$ cat config.mk
export PLATFORM = sky130hd
export DESIGN_NAME = rd_handshake_tx
export DESIGN_NICKNAME = d
export VERILOG_FILES = /design/src/rtl/rd_handshake_tx.sv
export SDC_FILE = /design/constraint.sdc
export NUM_CORES = 1
export LEC_CHECK = 0
export CORE_ASPECT_RATIO = 1.25
export CORE_MARGIN = 5
export CORE_UTILIZATION = 42
export DETAILED_ROUTE_END_ITERATION = 10
export GPL_TIMING_DRIVEN = 0
export PLACE_DENSITY = 0.76
export SYNTH_ARGS = -nofsm -noshare
export SYNTH_HDL_FRONTEND = slang
export SYNTH_SLANG_ARGS = --single-unit
$ cat constraint.sdc
create_clock -name clk_i -period 1.7 [get_ports clk_i]
set_input_delay 0.51 -clock clk_i [delete_from_list [all_inputs] [get_ports clk_i]]
set_output_delay 0.51 -clock clk_i [all_outputs]
set_load 0.02 [all_outputs]
$ cat src/rtl/rd_handshake_tx.sv
// rd_handshake_tx: source end of a two-phase (toggle) req/ack CDC link.
// SYNC_STAGES must be at least 3; the far end must come out of reset with ack low.
module rd_handshake_tx #(
   parameter int DATA_WIDTH  = 32,
   parameter int SYNC_STAGES = 3,
   parameter int TIMEOUT     = 1024,
   parameter int CNT_WIDTH   = 16
) (
   input  logic                  clk_i,
   input  logic                  rst_i,
   input  logic [DATA_WIDTH-1:0] data_in_i,
   input  logic                  data_valid_i,
   output logic                  data_ready_o,
   output logic [DATA_WIDTH-1:0] data_out_o,
   output logic                  req_out_o,
   input  logic                  ack_in_i,
   output logic                  xfer_done_o,
   output logic [CNT_WIDTH-1:0]  xfer_count_o,
   output logic                  timeout_err_o,
   input  logic                  err_clr_i
);

   localparam int TW = (TIMEOUT < 1) ? 1 : $clog2(TIMEOUT + 1);
   localparam logic [TW-1:0] TMAX = TW'(TIMEOUT);

   typedef enum logic {IDLE, WAIT_ACK} state_t;

   state_t                state_q, state_d;
   logic                  req_q, req_d;
   logic [DATA_WIDTH-1:0] data_q, data_d;
   logic                  ready_q, ready_d;
   logic                  done_q, done_d;
   logic [CNT_WIDTH-1:0]  xferCount_q, xferCount_d;
   logic [TW-1:0]         timer_q, timer_d;
   logic                  timeoutErr_q, timeoutErr_d;
   logic                  errSet;
   logic                  ackSync;

   (* ASYNC_REG = "TRUE", shreg_extract = "no" *)
   logic [SYNC_STAGES-1:0] sync_q;

   assign ackSync = sync_q[SYNC_STAGES-1];

   // A transfer completes when the synchronized ack catches up with our request toggle;
   // the timeout only flags a lost ack, it never abandons the outstanding toggle.
   always_comb begin
      state_d     = state_q;
      req_d       = req_q;
      data_d      = data_q;
      ready_d     = ready_q;
      done_d      = 1'b0;
      xferCount_d = xferCount_q;
      timer_d     = timer_q;
      errSet      = 1'b0;
      case (state_q)
         IDLE: begin
            ready_d = 1'b1;
            if (data_valid_i && ready_q) begin
               data_d  = data_in_i;
               req_d   = ~req_q;
               ready_d = 1'b0;
               timer_d = '0;
               state_d = WAIT_ACK;
            end
         end
         WAIT_ACK: begin
            if (ackSync == req_q) begin
               done_d      = 1'b1;
               xferCount_d = xferCount_q + CNT_WIDTH'(1);
               ready_d     = 1'b1;
               state_d     = IDLE;
            end else if (timer_q != TMAX) begin
               timer_d = timer_q + TW'(1);
               errSet  = (TIMEOUT != 0) && (timer_d == TMAX);
            end
         end
         default: state_d = IDLE;
      endcase
      timeoutErr_d = errSet | (timeoutErr_q & ~err_clr_i);
   end

   always_ff @(posedge clk_i) begin
      if (rst_i) begin
         state_q      <= IDLE;
         req_q        <= 1'b0;
         data_q       <= '0;
         ready_q      <= 1'b0;
         done_q       <= 1'b0;
         xferCount_q  <= '0;
         timer_q      <= '0;
         timeoutErr_q <= 1'b0;
         sync_q       <= '0;
      end else begin
         state_q      <= state_d;
         req_q        <= req_d;
         data_q       <= data_d;
         ready_q      <= ready_d;
         done_q       <= done_d;
         xferCount_q  <= xferCount_d;
         timer_q      <= timer_d;
         timeoutErr_q <= timeoutErr_d;
         sync_q       <= {sync_q[SYNC_STAGES-2:0], ack_in_i};
      end
   end

   assign data_ready_o  = ready_q;
   assign data_out_o    = data_q;
   assign req_out_o     = req_q;
   assign xfer_done_o   = done_q;
   assign xfer_count_o  = xferCount_q;
   assign timeout_err_o = timeoutErr_q;

endmodule

After elaboration in Yosys (flattened, before gate mapping)
Index checks and enable logic that the tools add are counted.
{"block": "totals", "register_bits": 67, "input_bits": 37, "out_inout_bits": 52, "elab_cells": 42}
{"block": "op_classes", "n_addsub": 2, "n_eq_ne": 7, "n_mux": 14, "bitwise": 5, "n_reduce_logical": 5}
{"op": "11-bit 2-to-1 mux", "n": 3}
{"op": "11-bit one-hot mux with 2 select lines", "n": 1}
{"op": "16-bit by 1-bit adder with 16-bit output, second input constant", "n": 1}
{"op": "11-bit by 1-bit adder with 11-bit output, second input constant", "n": 1}
{"op": "11-bit == test, second input constant", "n": 1}
{"op": "11-bit != test, second input constant", "n": 1}
{"op": "1-bit 2-to-1 mux", "n": 8}
{"op": "2-bit by 1-bit != test with 1-bit output, second input constant", "n": 2}
{"op": "2-bit != test, second input constant", "n": 2}
{"op": "1-bit one-hot mux with 2 select lines", "n": 2}
{"op": "2-bit AND reduction", "n": 2}
{"op": "1-bit inverter", "n": 3}
{"op": "3-bit AND reduction", "n": 1}
{"op": "2-bit OR reduction", "n": 1}
{"op": "1-bit AND", "n": 1}
{"op": "1-bit == test", "n": 1}
{"op": "1-bit logical AND", "n": 1}
{"op": "1-bit bitwise OR", "n": 1}

Longest topological paths before layout
Gate-level depths: netlist (run 1).
{"block": "logic_depth", "word_depth": 6, "ltp_mapped": 8, "ltp_nobuf": 7}

Least setup slack after synthesis (run 1)
Ideal clock, no wire load.
{"block": "synth_timing", "path_kind": "register to register", "start": "register timer_q[0]", "end": "register timeoutErr_q, in the netlist timeout_err_o", "arrival_time_ns": 1.590, "required_ns": 1.616, "path_slack_ns": 0.026, "path_stages_with_launch": 7, "path_buffers": 0, "period_less_slack_ns": 1.674, "cell_sequence": "dfxtp_1 > ha_1 > and4_4 > nand2_1 > and2_1 > a2111o_1 > o31ai_2"}
{"block": "synth_via", "elab_chain_cells": 6}
{"item": "from (decl)", "line": "34", "text": "logic [TW-1:0] timer_q, timer_d;"}
{"item": "from (signal assigned)", "line": "100", "text": "timer_q <= timer_d;"}
{"item": "11-bit by 1-bit adder with 11-bit output", "line": "73", "text": "timer_d = timer_q + TW'(1);"}
{"item": "11-bit == test", "line": "74", "text": "errSet = (TIMEOUT != 0) && (timer_d == TMAX);"}
{"item": "1-bit 2-to-1 mux *", "line": "72", "text": "end else if (timer_q != TMAX) begin"}
{"item": "1-bit 2-to-1 mux *", "line": "67", "text": "if (ackSync == req_q) begin"}
{"item": "1-bit 2-to-1 mux *", "line": "55", "text": "case (state_q)"}
{"item": "1-bit bitwise OR *", "line": "79", "text": "timeoutErr_d = errSet | (timeoutErr_q & ~err_clr_i);"}
{"item": "to (signal assigned)", "line": "101", "text": "timeoutErr_q <= timeoutErr_d;"}
{"item": "to (decl)", "line": "35", "text": "logic timeoutErr_q, timeoutErr_d;"}
Every way passes the cells marked *; elsewhere a longest branch is shown, timed or not.
A chain may end at the register's enable or synchronous reset.

Worst setup path in the final report (run 1)
{"block": "layout_timing", "start": "register req_q, in the netlist req_out_o", "end": "output req_out_o"}
{"item": "from (decl)", "line": "29", "text": "logic req_q, req_d;"}
{"item": "from (signal assigned)", "line": "95", "text": "req_q <= req_d;"}
{"item": "to (decl)", "line": "15", "text": "output logic req_out_o,"}
No word-level cell between the ends.

==> results.toml, run 1 <==
[status]
status = "completed"

[power_and_ir_drop]
leakage_nw = 1.72
power_mw = 3.46
cellPowerDensity_nw_per_um2 = 839
ir_drop_mv = 0.688

[worst_setup_path]
worstRegToRegCells = 5
reg2reg_to = "timeout_err_o"
crit_path_end_kind = "primary output"
path_class = "reg2out"
worst_path_largest_cell_delay_ns = 0.47
crit_family = "flip-flops"
cp_max_fo = 4
path_cells = "dlygate4sd2_1"
crit_slowest_cell = "dfxtp_1"
crit_arrival_ns = 1.18
path_buf_inv = 1
r2r_setup_slack_ns = 0.02
startpoint_type = "register"
rr_startpoint = "req_out_o"
cp_data_required_time_ns = 1.19

[timing]
fmax_mhz = 591
period_share_pct = 99.5
fin_crit_ns = 1.69
slew_headroom_pct = 63.0
finalSetupViolations = 0
skew_ns = 0.00768
rsz0062_at_grt = "yes"
worstMarginPinSlew_ns = 0.555
final_hold_viol_count = 0
drv_slew = 0

[global_route]
grt_pass1_wl_microns = 12000
overflow = 0
track_usage_pct = 17.2
grt_pass1_vias = 2653
grt_max_degree = 13
antenna_found_initial = 0

[placement]
numPortBuffers = 87
gp_congestion = 0.838
dpl.hpwl_microns = 5390
post-place-cells = 522
postPlaceCellArea_sq_um = 3830

[layout]
nets = 493
diodes = 0
area_delta_synth_final_pct = 44.7
drive_gt1_share_pct = 14.0
fin_cells = 544
final_area_sq_um = 4120

[synth]
synth.top_cell.area_share_pct = 47.1
synth_area_sq_um = 2850
synth_cell_types = 42
yosysTopAreaCell = "dfxtp_1"
async_reset_ff_share_pct = 0
synth_edf_count = 0
synth_area_per_cell_sq_um = 8.18
yosys-top-cells-area = "dfxtp_1, nand2_1, a21oi_1, nor2_1, xnor2_1"
yosysWarnings = 0
seq_area_frac_synth_pct = 47.1
syn_inst = 348
syn-num-nets = 389
ys_ff_latch = 67
synth_ff_type = "dfxtp_1"

[die]
dieHeight_microns = 102
initial_core_util_pct = 43.4
dieArea_sq_um = 8530
die_w_microns = 83.6
num_rows = 33
ioPinCount = 89
core_sq_um = 6570

[min_path]
min_path_cells = 1
hp-start = "sync_q[1]"
min_to = "sync_q[2]"
hold_path.class = "reg2reg"

[run]
cap_violations = 0

[detailed_routing]
ant_nets = 0
routedWlPerCell_microns = 13.6
postRouteWirelength_microns = 7400
viasPerCell = 5.06
drc_errors = 0
wl_met1_microns = 2890
num_vias = 2755
wl_met2_microns = 3750
top_layer = "met4"
route.met3.wl_microns = 619
drtIter0Drc = 128
first_pass_iters = 4

[clock_tree]
clock_path_buffers = 2
htreeDepth = 3
numCtsBuffers = 9
cts_tree = "yes"
root_buffer = "clkbuf_8"
clock_sinks = 67
clk_latency_ns = 0.34
cts_hold_buf = 0
cts.clk_slew.worst_paths_ns = 0.07
[logic make-up (layout without fill, tap and decap cells)]
family	after synthesis	in the layout	share of synthesized area (%)
xor gates and xnor gates	14	14	4.31
muxes	1	1	0.352
DFF	67	67	47.1
adders and majority gates	4	4	1.76
buffers and inverters	26	135	4.18
and+or+nand+nor	168	168	28.4
AOI/OAI and AO/OA	68	68	13.9
[cell usage in the layout, fill, tap and decap left out, types with 2 or more instances in the layout]
cell             instances
clkbuf_2                 4
a21oi_1                 44
clkbuf_1                 9
o21ai_0                  8
and3_1                   3
or3_1                    5
dfxtp_1                 64
nand3_2                  2
buf_6                    3
dlygate4sd2_1           51
nor3b_2                  2
o21ai_1                  2
inv_2                    2
a21oi_2                  2
buf_2                    5
nor2_1                  27
a211oi_2                 3
buf_4                    7
nand2_1                 82
dfxtp_4                  2
nand3_1                  8
nor3_1                  10
nand4_1                  6
a31oi_1                  2
xor2_1                   5
nor2b_1                  5
clkdlybuf4s50_1         35
and2_1                   5
ha_1                     2
clkbuf_8                11
xnor2_1                  8
[cells in the mapped netlist, types with 2 or more instances]
| master | instances |
|---|---|
| nor2b_1 | 5 |
| o21ai_1 | 2 |
| buf_2 | 5 |
| buf_4 | 4 |
| inv_1 | 3 |
| and3_1 | 4 |
| a21oi_1 | 45 |
| nor3_1 | 11 |
| nand2_1 | 82 |
| dfxtp_1 | 67 |
| xnor2_1 | 9 |
| and4_1 | 2 |
| buf_1 | 4 |
| ha_1 | 4 |
| nand4_1 | 6 |
| and2_1 | 5 |
| clkbuf_1 | 10 |
| xor2_1 | 5 |
| nand3_1 | 9 |
| nor3b_2 | 2 |
| or3_1 | 5 |
| nand4_2 | 2 |
| a31oi_1 | 3 |
| o21ai_0 | 8 |
| a211oi_2 | 3 |
| nor2_1 | 27 |
[metal layers]
layer / track usage, % / vias up
met2: 30.9 / 76
li1: - / 1383
met4: 5.69 / 0
met3: 7.58 / 10
met5: 0 / -
met1: 18.2 / 1286
[flip-flops by register name, summed over array words and instances (netlist names)]
name,flops
xfer_done_o,1
timer_q,11
xfer_count_o,16
timeout_err_o,1
req_out_o,1
data_ready_o,1
state_q,1
data_out_o,32
sync_q,3
[stage by stage]
step	hold WS [ns]	TNS [ns]	setup WS (ns)	util, %
final	0.437	0	0.00861	62.7
after global routing	0.461	-0.392	-0.0634	62.7
after detailed placement	0.422	-12.82	-0.344	58.3
after floorplan	0.414	0	0.0255	-
after global placement	0.423	-11.93	-0.321	58.3
after CTS	0.440	0	0.00195	60.9
[report_power, final]
| group | switching (mW) | total [mW] | internal, mW |
|---|---|---|---|
| combinational | 0.219 | 0.404 | 0.186 |
| clock | 0.638 | 1.40 | 0.763 |
| sequential | 0.0336 | 1.65 | 1.62 |
[how the worst max path moves through the flow]
stage | start | end | slack (ns) | cells past startpoint
final | req_out_o | req_out_o | 0.009 | 1
after global routing | req_out_o | timer_q[9] | -0.06 | 7
after CTS | timer_q[1] | timer_q[4] | 0.002 | 8
after detailed placement | data_valid_i | data_out_o[5] | -0.34 | 6
after global placement | data_valid_i | data_out_o[1] | -0.32 | 6
after floorplan | timer_q[0] | timeout_err_o | 0.03 | 6
[cell type report]
| type | count | area [sq um] |
|---|---|---|
| Buffer | 23 | 120 |
| Clock buffer | 11 | 151 |
| Clock inverter | 5 | 60.1 |
| Fill cell | 595 | 2450 |
| Inverter | 3 | 11.3 |
| Multi-Input combinational cell | 255 | 1460 |
| Sequential cell | 67 | 1350 |
| Tap cell | 87 | 109 |
| Timing Repair Buffer | 93 | 856 |
[worst register-to-register path, cell delays in order (launching register included)]
cell and delay [ns]:
dfxtp_1 0.47, xor2_1 0.25, and2_4 0.22, nand3_2 0.09, a2111o_1 0.39, o31ai_2 0.18
[what timing repair did]
action,CTS,global route
buffers inserted,1,4
cloned,0,1
hold endpoints to repair,0,0
pin swaps,1,3
setup endpoints to repair,62,49
resized for setup,58,26
No activity file was read; power rests on OpenSTA's default activity.
==> run 2, diff against run 1 <==
==> constraint.sdc (replaced) <==
create_clock -name clk_i -period 1.7 [get_ports clk_i]
set_input_delay 0.34 -clock clk_i [delete_from_list [all_inputs] [get_ports clk_i]]
set_output_delay 0.34 -clock clk_i [all_outputs]
set_load 0.02 [all_outputs]
==> results.toml, run 2 (synthesis results as in run 1) <==
[die]
die_w_microns = 83.6
dieHeight_microns = 102
core_sq_um = 6570
ioPinCount = 89
num_rows = 33
initial_core_util_pct = 43.4
dieArea_sq_um = 8530

[layout]
fin_cells = 543
layout_common_cells = "nand2_1, clkdlybuf4s50_1, dfxtp_1"
final_core_util_pct = 63.1
largest_register_ffs = 32
drive_gt1_share_pct = 11.6
layout_commonest_cell = "nand2_1"
final_area_sq_um = 4140
diodes = 0
area_delta_synth_final_pct = 45.5
nets = 492

[timing]
rsz0062_at_grt = "yes"
skew_ns = 0.00797
drv_slew = 0
final_hold_viol_count = 0
worstMarginPinSlew_ns = 0.555
slew_headroom_pct = 63.0
fin_crit_ns = 1.68
setup_ws_ns = 0.0186
period_share_pct = 98.9
finalSetupViolations = 0
fmax_mhz = 595

[detailed_routing]
routedWlPerCell_microns = 13.5
drc_errors = 0
ant_nets = 0
drtIter0Drc = 155
viasPerCell = 5.06
postRouteWirelength_microns = 7350
first_pass_iters = 4
num_vias = 2750

[power_and_ir_drop]
seq_power_share_pct = 47.5
power_mw = 3.48
p_sw_mw = 0.889
p_int_mw = 2.59
ir_drop_mv = 0.693
cellPowerDensity_nw_per_um2 = 840
switching_share_pct = 25.6
power_frac_clock_pct = 40.3
p_comb_share_pct = 12.2
leakage_nw = 1.63

[run]
cap_violations = 0

[global_route]
antenna_found_initial = 0
overflow = 0
grt_pass1_vias = 2654
grt_pass1_wl_microns = 12000
grt_max_degree = 13
track_usage_pct = 17.2

[status]
status = "completed"

[placement]
pre_cts_ws_ns = -0.174
post-place-cells = 522
gp_congestion = 0.838
dpl.hpwl_microns = 5390
numPortBuffers = 87
postPlaceCellArea_sq_um = 3830

[worst_setup_path]
worst_path_largest_cell_delay_ns = 0.39
worst-path-stages = 7
path_cells = "inv_1 -> ha_1 -> and4bb_1 -> nand3_1 -> nand3_2 -> a2111o_1 -> o31ai_2"
cp_max_fo = 6
crit_family = "compound AO/OA/AOI/OAI gates"
worstRegToRegCells = 7
startpoint_type = "register"
crit_arrival_ns = 1.94
cp_data_required_time_ns = 1.96
crit_slowest_cell = "dfxtp_4"
path_buf_inv = 1
crit_path_end_kind = "register"
path_class = "reg2reg"

[clock_tree]
root_buffer = "clkbuf_8"
numCtsBuffers = 9
htreeDepth = 3
clk_latency_ns = 0.35
cts_tree = "yes"
clock_sinks = 67
cts.clk_slew.worst_paths_ns = 0.08
clock_path_buffers = 2

[min_path]
hold_path.class = "reg2reg"
min_path_cells = 1
-- run 2: cell count changes in the layout (fill, tap and decap cells not counted), sizes merged --
cell | previous run | this run
dlymetal6s2s | 0 | 5
clkdlybuf4s15 | 1 | 0
clkdlybuf4s50 | 35 | 68
buf | 16 | 18
dlygate4sd2 | 51 | 14
clkbuf | 24 | 21
-- run 2: through the flow --
stage | setup TNS (ns) | hold slack (ns)
floorplan | 0 | 0.414
global placement | -4.35 | 0.423
detailed placement | -5.16 | 0.422
CTS | -0.0405 | 0.440
global route | -0.106 | 0.461
finish | 0 | 0.437
-- run 2: final cells by class --
cell class                      instances  area (sq um)
Buffer                                 23           115
Clock buffer                           11           151
Clock inverter                          5          60.1
Fill cell                             581          2420
Inverter                                3          11.3
Multi-Input combinational cell        255          1440
Sequential cell                        67          1350
Tap cell                               87           109
Timing Repair Buffer                   92           903
-- run 2: per-layer routing --
metal  vias to the layer above  wire [microns]  track usage [%]
li1                       1379               -                -
met1                      1291            2880             18.2
met2                        74            3760             30.9
met3                         6             649             7.58
met4                         0              71             5.69
met5                         -               0                0
-- run 2: repair_timing --
action                     in CTS  in global routing
pin swaps                       1                  3
setup buffers                   1                  4
hold buffers                    0                  0
gates resized for setup        18                 19
setup endpoints to repair      24                 24
-- run 2: final timing paths --
path,startpoint,end,slack [ns]
hold reg to reg,sync_q[1],sync_q[2],0.44
setup reg to reg,timer_q[1],timeout_err_o,0.02
setup / recovery,timer_q[1],timeout_err_o,0.02
hold / removal,sync_q[1],sync_q[2],0.44
-- run 2: power by group through the flow --
stage	sequential, mW	clock, mW	combinational (mW)
3_5_place_dp	1.69	0	0.423
2_1_floorplan	1.75	0	0.148
4_1_cts	1.66	1.42	0.422
3_3_place_gp	1.69	0	0.419
5_1_grt	1.66	1.49	0.463
6_report	1.65	1.40	0.423
==> run 3, diff against run 2 <==
--- a/config.mk
+++ b/config.mk
@@ -5,12 +5,12 @@
 export SDC_FILE = /design/constraint.sdc
 export NUM_CORES = 1
 export LEC_CHECK = 0
+export ABC_AREA = 1
 export CORE_ASPECT_RATIO = 1.25
-export CORE_MARGIN = 5
 export CORE_UTILIZATION = 42
 export DETAILED_ROUTE_END_ITERATION = 10
 export GPL_TIMING_DRIVEN = 0
-export PLACE_DENSITY = 0.76
+export PLACE_DENSITY = 0.75
 export SYNTH_ARGS = -nofsm -noshare
 export SYNTH_HDL_FRONTEND = slang
 export SYNTH_SLANG_ARGS = --single-unit
==> results.toml, run 3 <==
[timing]
final_hold_viol_count = 0
rsz0062_at_grt = "no"
fin_crit_ns = 1.65
setup_ws_ns = 0.0506
fmax_mhz = 606
slew_headroom_pct = 61.1
worstMarginPinSlew_ns = 0.584
drv_slew = 0
period_share_pct = 97.0
skew_ns = 0.0104
finalSetupViolations = 0

[power_and_ir_drop]
cellPowerDensity_nw_per_um2 = 896
leakage_nw = 1.77
power_mw = 3.79
ir_drop_mv = 0.617

[clock_tree]
cts_hold_buf = 0
numCtsBuffers = 9
cts_setup_buffers = 0
clk_latency_ns = 0.35
htreeDepth = 3
root_buffer = "clkbuf_8"
clock_sinks = 67
cts_tree = "yes"
clock_path_buffers = 2
cts.clk_slew.worst_paths_ns = 0.08

[die]
dieHeight_microns = 96.3
initial_core_util_pct = 43.1
num_rows = 34
dieArea_sq_um = 7460
core_sq_um = 6930
die_w_microns = 77.5
ioPinCount = 89

[synth]
synth_cell_types = 29
synth_most_common_cell = "nor2_1"
async_reset_ff_share_pct = 0
synth_ff_type = "dfxtp_1"
yosysWarnings = 0
yosysTopAreaCell = "dfxtp_1"
seq_area_frac_synth_pct = 44.9
syn-num-nets = 458
synthTopCellsByCount = "nor2_1, dfxtp_1, nand2_1, o21ai_0, inv_1"
synth_edf_count = 0
yosys-top-cells-area = "dfxtp_1, nor2_1, nand2_1, o21ai_0, inv_1"
synth.top_cell.area_share_pct = 44.9
synth_area_sq_um = 2990
synth_area_per_cell_sq_um = 7.17
syn_inst = 417
ys_ff_latch = 67

[global_route]
antenna_found_initial = 0
track_usage_pct = 20.7
overflow = 0
grt_pass1_vias = 2701
grt_pass1_wl_microns = 12200
grt_max_degree = 13

[min_path]
hold_path.class = "in2reg"

[placement]
pre_cts_ws_ns = -0.158
post-place-cells = 594
dpl.hpwl_microns = 5560
numPortBuffers = 87
gp_congestion = 0.847
postPlaceCellArea_sq_um = 3970

[worst_setup_path]
startpoint_type = "register"
path_class = "reg2out"
crit_slowest_cell = "clkdlybuf4s50_1"
crit_path_end_kind = "primary output"
path_cells = "clkdlybuf4s50_1"
cp_data_required_time_ns = 1.36
crit_arrival_ns = 1.31
cp_max_fo = 2
worst_path_largest_cell_delay_ns = 0.62
crit_family = "buffers and inverters"
path_buf_inv = 1

[detailed_routing]
drc_errors = 0
first_pass_iters = 4
viasPerCell = 4.91
ant_nets = 0
postRouteWirelength_microns = 7550
num_vias = 2996
routedWlPerCell_microns = 12.4
drtIter0Drc = 118

[layout]
layout_common_cells = "nor2_1, clkdlybuf4s50_1, nand2_1"
area_delta_synth_final_pct = 41.4
fill_cells = 663
final_core_util_pct = 60.9
layout_commonest_cell = "nor2_1"
largest_register_ffs = 32
final_area_sq_um = 4230
fin_cells = 610
nets = 556
diodes = 0
drive_gt1_share_pct = 9.81

[run]
cap_violations = 0

[status]
status = "completed"
## run 3: cell types whose count changed in the layout (fill, tap and decap cells not counted), sizes merged, moves of 9 or more
cell / before / now
inv: 4 / 40
nand3: 10 / 26
a21oi: 46 / 28
nand2: 82 / 73
o21ai: 10 / 44
xnor2: 9 / 0
nor2: 28 / 97
## run 3: what timing repair did
action	4_1_cts	5_1_grt
pin swaps	0	1
gates resized for setup	11	11
setup endpoints to repair	11	19
gates cloned	0	0
## run 3: final timing paths
path / from / end / slack, ns / depth (start not counted)
max reg2reg: timer_q[1] / timeout_err_o / 0.14 / 9
max: data_out_o[11] / data_out_o[11] / 0.05 / 1
min: rst_i / xfer_count_o[1] / 0.31 / 2
min reg2reg: sync_q[0] / sync_q[1] / 0.41 / 2
## run 3: final cells by class
| type | instances | area (sq um) | share of cell area [%] |
|---|---|---|---|
| plain buffers | 18 | 98.8 | 2.34 |
| clock inverters | 6 | 114 | 2.69 |
| well taps | 90 | 113 | 2.67 |
| multi-input cells | 292 | 1400 | 33.1 |
| clock buffers | 10 | 128 | 3.02 |
| flip-flops and latches | 67 | 1350 | 31.9 |
| inverters | 40 | 153 | 3.61 |
| repair buffers | 87 | 875 | 20.7 |
## run 3: kinds of logic (layout without fill, tap and decap cells)
logic type      Yosys count  after routing  share of synthesized area [%]
simple gates            211            211                           31.1
flops                    67             67                           44.9
compound gates           75             75                           13.3
xor+xnor                  2              2                          0.586
buf+inv                  58            161                           8.41
fa+ha+maj                 4              4                           1.67
## run 3: where the power goes
group / switching, mW / internal, mW / leakage, nW
clock network: 0.649 / 0.977 / 0.113
registers: 0.0379 / 1.64 / 0.548
logic: 0.255 / 0.232 / 1.11
## run 3: metrics by stage
stage	TNS (ns)	hold slack, ns
after floorplan	0	0.388
after global placement	-2.10	0.397
after detailed placement	-2.72	0.397
after CTS	0	0.314
after global routing	0	0.348
final	0	0.315
## run 3: layer usage
metal / track usage (%) / routed length, microns / vias up
li1: - / - / 1537
met4: 8.96 / 95 / 0
met3: 6.16 / 496 / 11
met2: 35.8 / 3770 / 68
met5: 0 / 0 / -
met1: 23.6 / 3190 / 1380
